==> src/rtl/tick_sched.sv <==
// Shared 1 Hz countdown engine: round-robin arbitration among N_REQ requesters,
// counts the winner's duration down on tick_in and pulses done on expiry.
module tick_sched #(
  parameter int N_REQ = 4,
  parameter int DUR_W = 8
) (
  input  logic                   clk,
  input  logic                   rst,
  input  logic                   tick_in,
  input  logic [N_REQ-1:0]       req,
  input  logic [N_REQ*DUR_W-1:0] req_dur,
  output logic [N_REQ-1:0]       grant,
  output logic                   busy,
  output logic [N_REQ-1:0]       done,
  output logic [DUR_W-1:0]       remaining
);

  localparam int IW = (N_REQ > 1) ? $clog2(N_REQ) : 1;

  typedef enum logic [1:0] {IDLE, RUN, DONE} state_t;

  state_t                      state, state_nxt;
  logic [IW-1:0]               ptr, ptr_nxt, owner, owner_nxt, sel;
  logic                        found;
  logic [N_REQ-1:0]            grant_nxt, done_nxt;
  logic                        busy_nxt;
  logic [DUR_W-1:0]            rem_nxt;
  logic [N_REQ-1:0][DUR_W-1:0] dur;

  for (genvar g = 0; g < N_REQ; g++) begin : g_dur
    assign dur[g] = req_dur[g*DUR_W +: DUR_W];
  end

  function automatic logic [IW-1:0] inc(input logic [IW-1:0] i);
    return (int'(i) == N_REQ - 1) ? '0 : i + 1'b1;
  endfunction

  // Scan from the highest offset down so the requester closest to ptr wins.
  always_comb begin : arb
    int idx;
    idx   = 0;
    sel   = '0;
    found = 1'b0;
    for (int k = N_REQ - 1; k >= 0; k--) begin
      idx = int'(ptr) + k;
      if (idx >= N_REQ) idx = idx - N_REQ;
      if (req[idx]) begin
        sel   = IW'(idx);
        found = 1'b1;
      end
    end
  end

  always_comb begin
    state_nxt = state;
    owner_nxt = owner;
    ptr_nxt   = ptr;
    grant_nxt = '0;
    done_nxt  = '0;
    busy_nxt  = 1'b0;
    rem_nxt   = '0;
    unique case (state)
      IDLE: if (found) begin
        owner_nxt = sel;
        if (dur[sel] != '0) begin
          state_nxt = RUN;
          grant_nxt = N_REQ'(1) << sel;
          busy_nxt  = 1'b1;
          rem_nxt   = dur[sel];
        end else begin
          state_nxt = DONE;
          done_nxt  = N_REQ'(1) << sel;
          ptr_nxt   = inc(sel);
        end
      end
      RUN: begin
        // Abort is checked first so it beats a coincident final tick.
        if (!req[owner]) begin
          state_nxt = IDLE;
          ptr_nxt   = inc(owner);
        end else if (tick_in && remaining == DUR_W'(1)) begin
          state_nxt = DONE;
          done_nxt  = N_REQ'(1) << owner;
          ptr_nxt   = inc(owner);
        end else begin
          grant_nxt = grant;
          busy_nxt  = 1'b1;
          rem_nxt   = tick_in ? remaining - 1'b1 : remaining;
        end
      end
      DONE: state_nxt = IDLE;
      default: state_nxt = IDLE;
    endcase
  end

  always_ff @(posedge clk) begin
    if (rst) begin
      state     <= IDLE;
      ptr       <= '0;
      owner     <= '0;
      grant     <= '0;
      done      <= '0;
      busy      <= 1'b0;
      remaining <= '0;
    end else begin
      state     <= state_nxt;
      ptr       <= ptr_nxt;
      owner     <= owner_nxt;
      grant     <= grant_nxt;
      done      <= done_nxt;
      busy      <= busy_nxt;
      remaining <= rem_nxt;
    end
  end

endmodule
==> config.mk <==
export PLATFORM = sky130hd
export DESIGN_NAME = tick_sched
export DESIGN_NICKNAME = d
export VERILOG_FILES = /design/src/rtl/tick_sched.sv
export SDC_FILE = /design/constraint.sdc
export NUM_CORES = 1
export LEC_CHECK = 0
export CAP_MARGIN = 20
export CORE_AREA = 4 4 75 59
export CTS_BUF_LIST = sky130_fd_sc_hd__clkbuf_8
export CTS_CLUSTER_SIZE = 12
export DETAILED_ROUTE_END_ITERATION = 12
export DIE_AREA = 0 0 79 63
export GPL_ROUTABILITY_DRIVEN = 0
export PLACE_DENSITY = 0.94
export SLEW_MARGIN = 20
export SYNTH_ARGS = -nofsm -noshare
export SYNTH_HDL_FRONTEND = slang
export SYNTH_SLANG_ARGS = --single-unit
export TNS_END_PERCENT = 20
==> constraint.sdc <==
create_clock -name clk -period 7.71 [get_ports clk]
set_input_delay 1.1565 -clock clk [delete_from_list [all_inputs] [get_ports clk]]
set_output_delay 1.1565 -clock clk [all_outputs]
set_load 0.005 [all_outputs]
# Word level (Yosys, flattened, before mapping)
# Index checks and enable logic that the tools add are counted.
# op_classes
eq_ne	8
n_shift	2
n_lt_le_gt_ge	10
n_reduce_logical	7
addsub	10
n_mux	61
# op_table
cell	count
$lt A32 B4 Y1 const B	4
$mux W32	4
$mux W8	6
$mux W4	8
$mux W2	14
$mux W1	17
$bmux W8 S2	1
$pmux W4 S2	2
$pmux W8 S2	1
$sub A3 B3 Y4 const B	3
$bmux W1 S2	5
$ge A3 B3 Y1 const B	3
$eq A8 B1 Y1 const B	1
$pmux W2 S2	2
$reduce_bool A8 Y1	1
$shl A1 B2 Y4 const A	2
$sub A8 B1 Y8 const B	1
$add A2 B2 Y3 const B	2
$eq A2 B1 Y1 const B	3
$lt A2 B3 Y1 const B	2
$add A2 B1 Y2 const B	2
$ne A2 B2 Y1 const B	2
$ne A4 B4 Y1 const B	1
$reduce_and A2 Y1	2
other kinds (9)	9
# totals
input_bits	39
regBits	23

# Depth between registers and ports, before layout
# depth
word_depth	16
mapped_depth	12

# Least setup slack after synthesis
# Ideal clock, no wire load.
# synth_path
path_type	in2reg
start	input req[2]
end	register ptr[0]
stages	10
path_buffers	3
arrival_ns	3.623
slack_ns	4.012
setup_ns	0.074
path_cell_list	nor2b_1 buf_6 or4b_4 buf_6 buf_6 and3_1 a211o_1 a2111o_1 or3_1 a31oi_1
# synth_between
elab_chain_len	12
elab_cells_between_ends	36
classes_between	add/sub (1); eq/ne (4); mux (29); reduce/logical (2)
# synth_lines
element	line	text
start, declared	10	input logic [N_REQ-1:0] req,
$bmux W1 S2	47	if (req[idx]) begin
$mux W1 (implied by the code) (2 in series)	47	
$mux W2 (4 in series)	47	
$bmux W8 S2, or another cell as far along	65	if (dur[sel] != '0) begin
$mux W8 (implied by the code) / $mux W2 (equally long branches)	65, 35	
$reduce_bool A8 Y1 / $mux W2 (equally long branches)	65	
$ne A2 B2 Y1 (no line) / $mux W2 (equally long branches)	--	
$reduce_and A4 Y1 (no line) / $pmux W2 S2 (equally long branches)	--	
end signal, assigned	107	ptr <= ptr_nxt;
end, declared	23	logic [IW-1:0] ptr, ptr_nxt, owner, owner_nxt, sel;
# Parallel ways exist; a longest one is shown, timed or not. The select of a mux whose other input is x is not followed.
# A chain may end at the register's enable or synchronous reset.

# Worst setup path in the final report
# layout_path
start	input req[1]
end	register state[1]
# layout_between
elab_chain_len	13
elab_cells_between_ends	32
classes_between	eq/ne (2); mux (28); reduce/logical (2)
# layout_lines
element	line	text
$bmux W1 S2	47	
$mux W1 (implied by the code) (2 in series)	47	
$mux W2 (3 in series)	47	
$mux W2 (*)	47	
via sel[0]	23	
$bmux W8 S2 (*)	65	
$mux W8 (implied by the code) (*)	65	
$reduce_bool A8 Y1 (*)	65	
$mux W2 (*)	65	
$mux W2 (*)	63	IDLE: if (found) begin
$pmux W2 S2 (*)	62	unique case (state)
end signal, assigned	106	state <= state_nxt;
end, declared	22	state_t state, state_nxt;
# Mark *: on every way through the listed nets, which the timed path passes. The rest lies on a longest branch. The select of a mux whose other input is x is not followed.

==> flow_metrics.env <==
export IMPL_drive_above_1_share_pct=5.34
export IMPL_cp_top_family="simple AND/OR/NAND/NOR gates"
export IMPL_critPathBufInv=2
export IMPL_root_buffer="clkbuf_8"
export IMPL_syn_avg_cell_area_sq_um=7.89
export IMPL_cts_hold_fix_buffers=0
export IMPL_row_count=19
export IMPL_setup_tns_final_ps=0
export IMPL_grt_overflow_total=0
export IMPL_slowest_delay_ps=730
export IMPL_end_kind="register"
export IMPL_portBuffers=55
export IMPL_syn_nets=291
export IMPL_synth_async_reset_ratio_pct=0
export IMPL_grt_pass1_wl_microns=8790
export IMPL_worstPathMaxFanout=24
export IMPL_coreArea_sq_um=3660
export IMPL_viasPerCell=6.15
export IMPL_wirelength_microns=5450
export IMPL_grt_max_degree=25
export IMPL_finalSetupViolCount=0
export IMPL_yosysUniqueCellTypes=47
export IMPL_postCtsSetupBuffers=0
export IMPL_drt_iter0_drc=252
export IMPL_antenna_left=0
export IMPL_crit_required_ps=7870
export IMPL_ys_top_cells_by_area="dfxtp_1 24%, ha_1 6.6%, a32oi_1 5.5%"
export IMPL_worstHoldPathType="register to register"
export IMPL_synthFlopType="dfxtp_1"
export IMPL_rsz0062_at_grt="no"
export IMPL_die_y_microns=63
export IMPL_cpMaxStageDelayCell="nor2_1"
export IMPL_synth_commonest_cells="23 x dfxtp_1, 20 x nor2_1, 16 x nand2_1"
export IMPL_leakage_nw=0.890
export IMPL_start_kind="input port"
export IMPL_max_clock_path_buffers=2
export IMPL_netlist_top_cell_by_area="dfxtp_1"
export IMPL_clkLatencyLatePin_ps=270
export IMPL_track_usage_pct=21.8
export IMPL_slew_viol_final=0
export IMPL_seq_area_frac_synth_pct=24.1
export IMPL_fmaxAchievable_mhz=209
export IMPL_numClockSinks=23
export IMPL_ys_ff_latch=23
export IMPL_drcViolationCount=0
export IMPL_holdWs_ps=457
export IMPL_dpl_hpwl_microns=4220
export IMPL_hold_violations=0
export IMPL_max_cap_violations=0
export IMPL_powerDensity_nw_per_um2=173
export IMPL_initial_core_util_pct=52.2
export IMPL_syn_cell_area_sq_um=1910
export IMPL_antenna_cells=0
export IMPL_cts_tree="done"
export IMPL_dr_pass1_iters=5
export IMPL_chipWidth_microns=79
export IMPL_synth_cells=242
export IMPL_cts_htree_levels=1
export IMPL_post_route_period_util_pct=62.1
export IMPL_skew_ps=1.77
export IMPL_critPathArrivalTime_ps=4950
export IMPL_syn2layout_area_growth_pct=28.8
export IMPL_finish_net_count=331
export IMPL_antenna_found_initial=0
export IMPL_cts_made_buffers=3
export IMPL_die_area_sq_um=4980
export IMPL_worst_pin_slew_ps=902
export IMPL_period_minus_slack_ps=4790
export IMPL_status="completed"
export IMPL_vias=2049
export IMPL_slew_headroom_pct=39.7
export IMPL_crit_chain="clkdlybuf4s50_1 > nor2_1 > or4_1 > and2_1 > inv_1 > a211o_1 > a2111oi_2 > nand3_1 > a221oi_1"
export IMPL_grt_pass1_vias=1872
export IMPL_synth_most_common_cell="dfxtp_1"
export IMPL_yosysWarnings=0
export IMPL_ir_worst_vdd_mv=0.104
export IMPL_crit_type="input port to register"
export IMPL_path_clk_slew_ps=80
export IMPL_synth_edff_count=0
export IMPL_avgRoutedWirePerCell_microns=16.4
export IMPL_io_pins=56
export IMPL_synth_top_area_share_pct=24.1
export IMPL_cts_resized=0
-- sequential cells by signal, summed over array words and instances, names as in the netlist --
name / flops
remaining: 8
busy: 1
state: 2
owner: 2
grant: 4
done: 4
ptr: 2
-- where the power goes --
part           switching (mW)  internal (mW)  total (mW)
logic                   0.104         0.0971       0.201
registers              0.0179          0.132       0.150
clock network          0.0391         0.0361      0.0752
-- routing by layer --
metal | share of wire [%] | wire (microns) | up-vias | global-route usage [%]
met5 | 0 | 0 | - | 0
met4 | 0.37 | 20 | 0 | 3.00
met3 | 7.7 | 420 | 5 | 5.48
met2 | 48 | 2620 | 79 | 35.6
met1 | 44 | 2390 | 965 | 29.5
li1 | - | - | 1000 | -
-- logic make-up after synthesis --
| group | count (synthesis) | share of synthesized area, % |
|---|---|---|
| and+or+nand+nor | 103 | 28.8 |
| AOI/OAI and AO/OA | 72 | 29.3 |
| buffers and inverters | 28 | 7.60 |
| DFF | 23 | 24.1 |
| adders and majority gates | 10 | 6.55 |
| xor gates and xnor gates | 3 | 1.38 |
| muxes | 3 | 2.23 |
-- final cells by class --
class,instances,area [sq um]
tap,52,65.1
clock buffer,3,41.3
sequential,23,460
fill,304,1200
clock inverter,1,5.00
timing repair buffer,56,558
inverter,7,26.3
multi-input combinational,191,1300
-- layout by cell type, fill, tap and decap left out, drive strengths merged, types with 2 or more instances in the layout --
cell | Yosys | final
nor3 | 8 | 8
a21oi | 8 | 8
and3 | 6 | 6
clkbuf | 12 | 3
a211oi | 6 | 6
and2 | 5 | 5
nand2 | 16 | 16
mux2i | 2 | 2
a221oi | 6 | 6
nor3b | 7 | 7
a21boi | 2 | 2
or2 | 2 | 2
xor2 | 2 | 2
clkinv | 1 | 2
a22o | 2 | 2
nor2b | 9 | 9
nor4 | 10 | 10
inv | 6 | 6
o32a | 2 | 2
a21bo | 5 | 5
dfxtp | 23 | 23
o21ai | 10 | 10
ha | 10 | 10
or4 | 3 | 3
a22oi | 5 | 5
clkdlybuf4s50 | 0 | 55
a221o | 2 | 2
a211o | 3 | 3
a31oi | 2 | 2
nand3 | 12 | 12
a32oi | 12 | 12
nor2 | 20 | 20
or3 | 2 | 2
-- worst register-to-register path, delay by kind of cell (launching register included) --
family	cells	cell delay (ps)
flip-flops	1	720
AO/OA/AOI/OAI	3	1360
AND/OR/NAND/NOR	3	1120
buffers and inverters	1	120
-- stage by stage --
step / cells / total power, mW / area, sq um / utilization (%) / setup slack (ps)
final: 333 / 0.426 / 2460 / 67.2 / 2920
after global routing: 333 / 0.453 / 2460 / 67.2 / 2710
after floorplan: 242 / 0.280 / 1910 / - / 4010
after global placement: 329 / 0.344 / 2410 / 65.9 / 2940
after CTS: 333 / 0.424 / 2460 / 67.2 / 3020
after detailed placement: 329 / 0.349 / 2410 / 65.9 / 2750
-- path summary, 6_finish.rpt --
check / endpoint / from / slack (ps) / depth (start not counted)
setup / recovery: state[1]$_SDFFE_PP0P_ / req[1] / 2920 / 9
hold reg to reg: grant[1]$_SDFFE_PP0P_ / grant[1]$_SDFFE_PP0P_ / 460 / 2
hold / removal: grant[1]$_SDFFE_PP0P_ / grant[1]$_SDFFE_PP0P_ / 460 / 2
setup reg to reg: state[1]$_SDFFE_PP0P_ / ptr[1]$_SDFFE_PP0P_ / 4290 / 7
(Power assumes the default switching activity.)
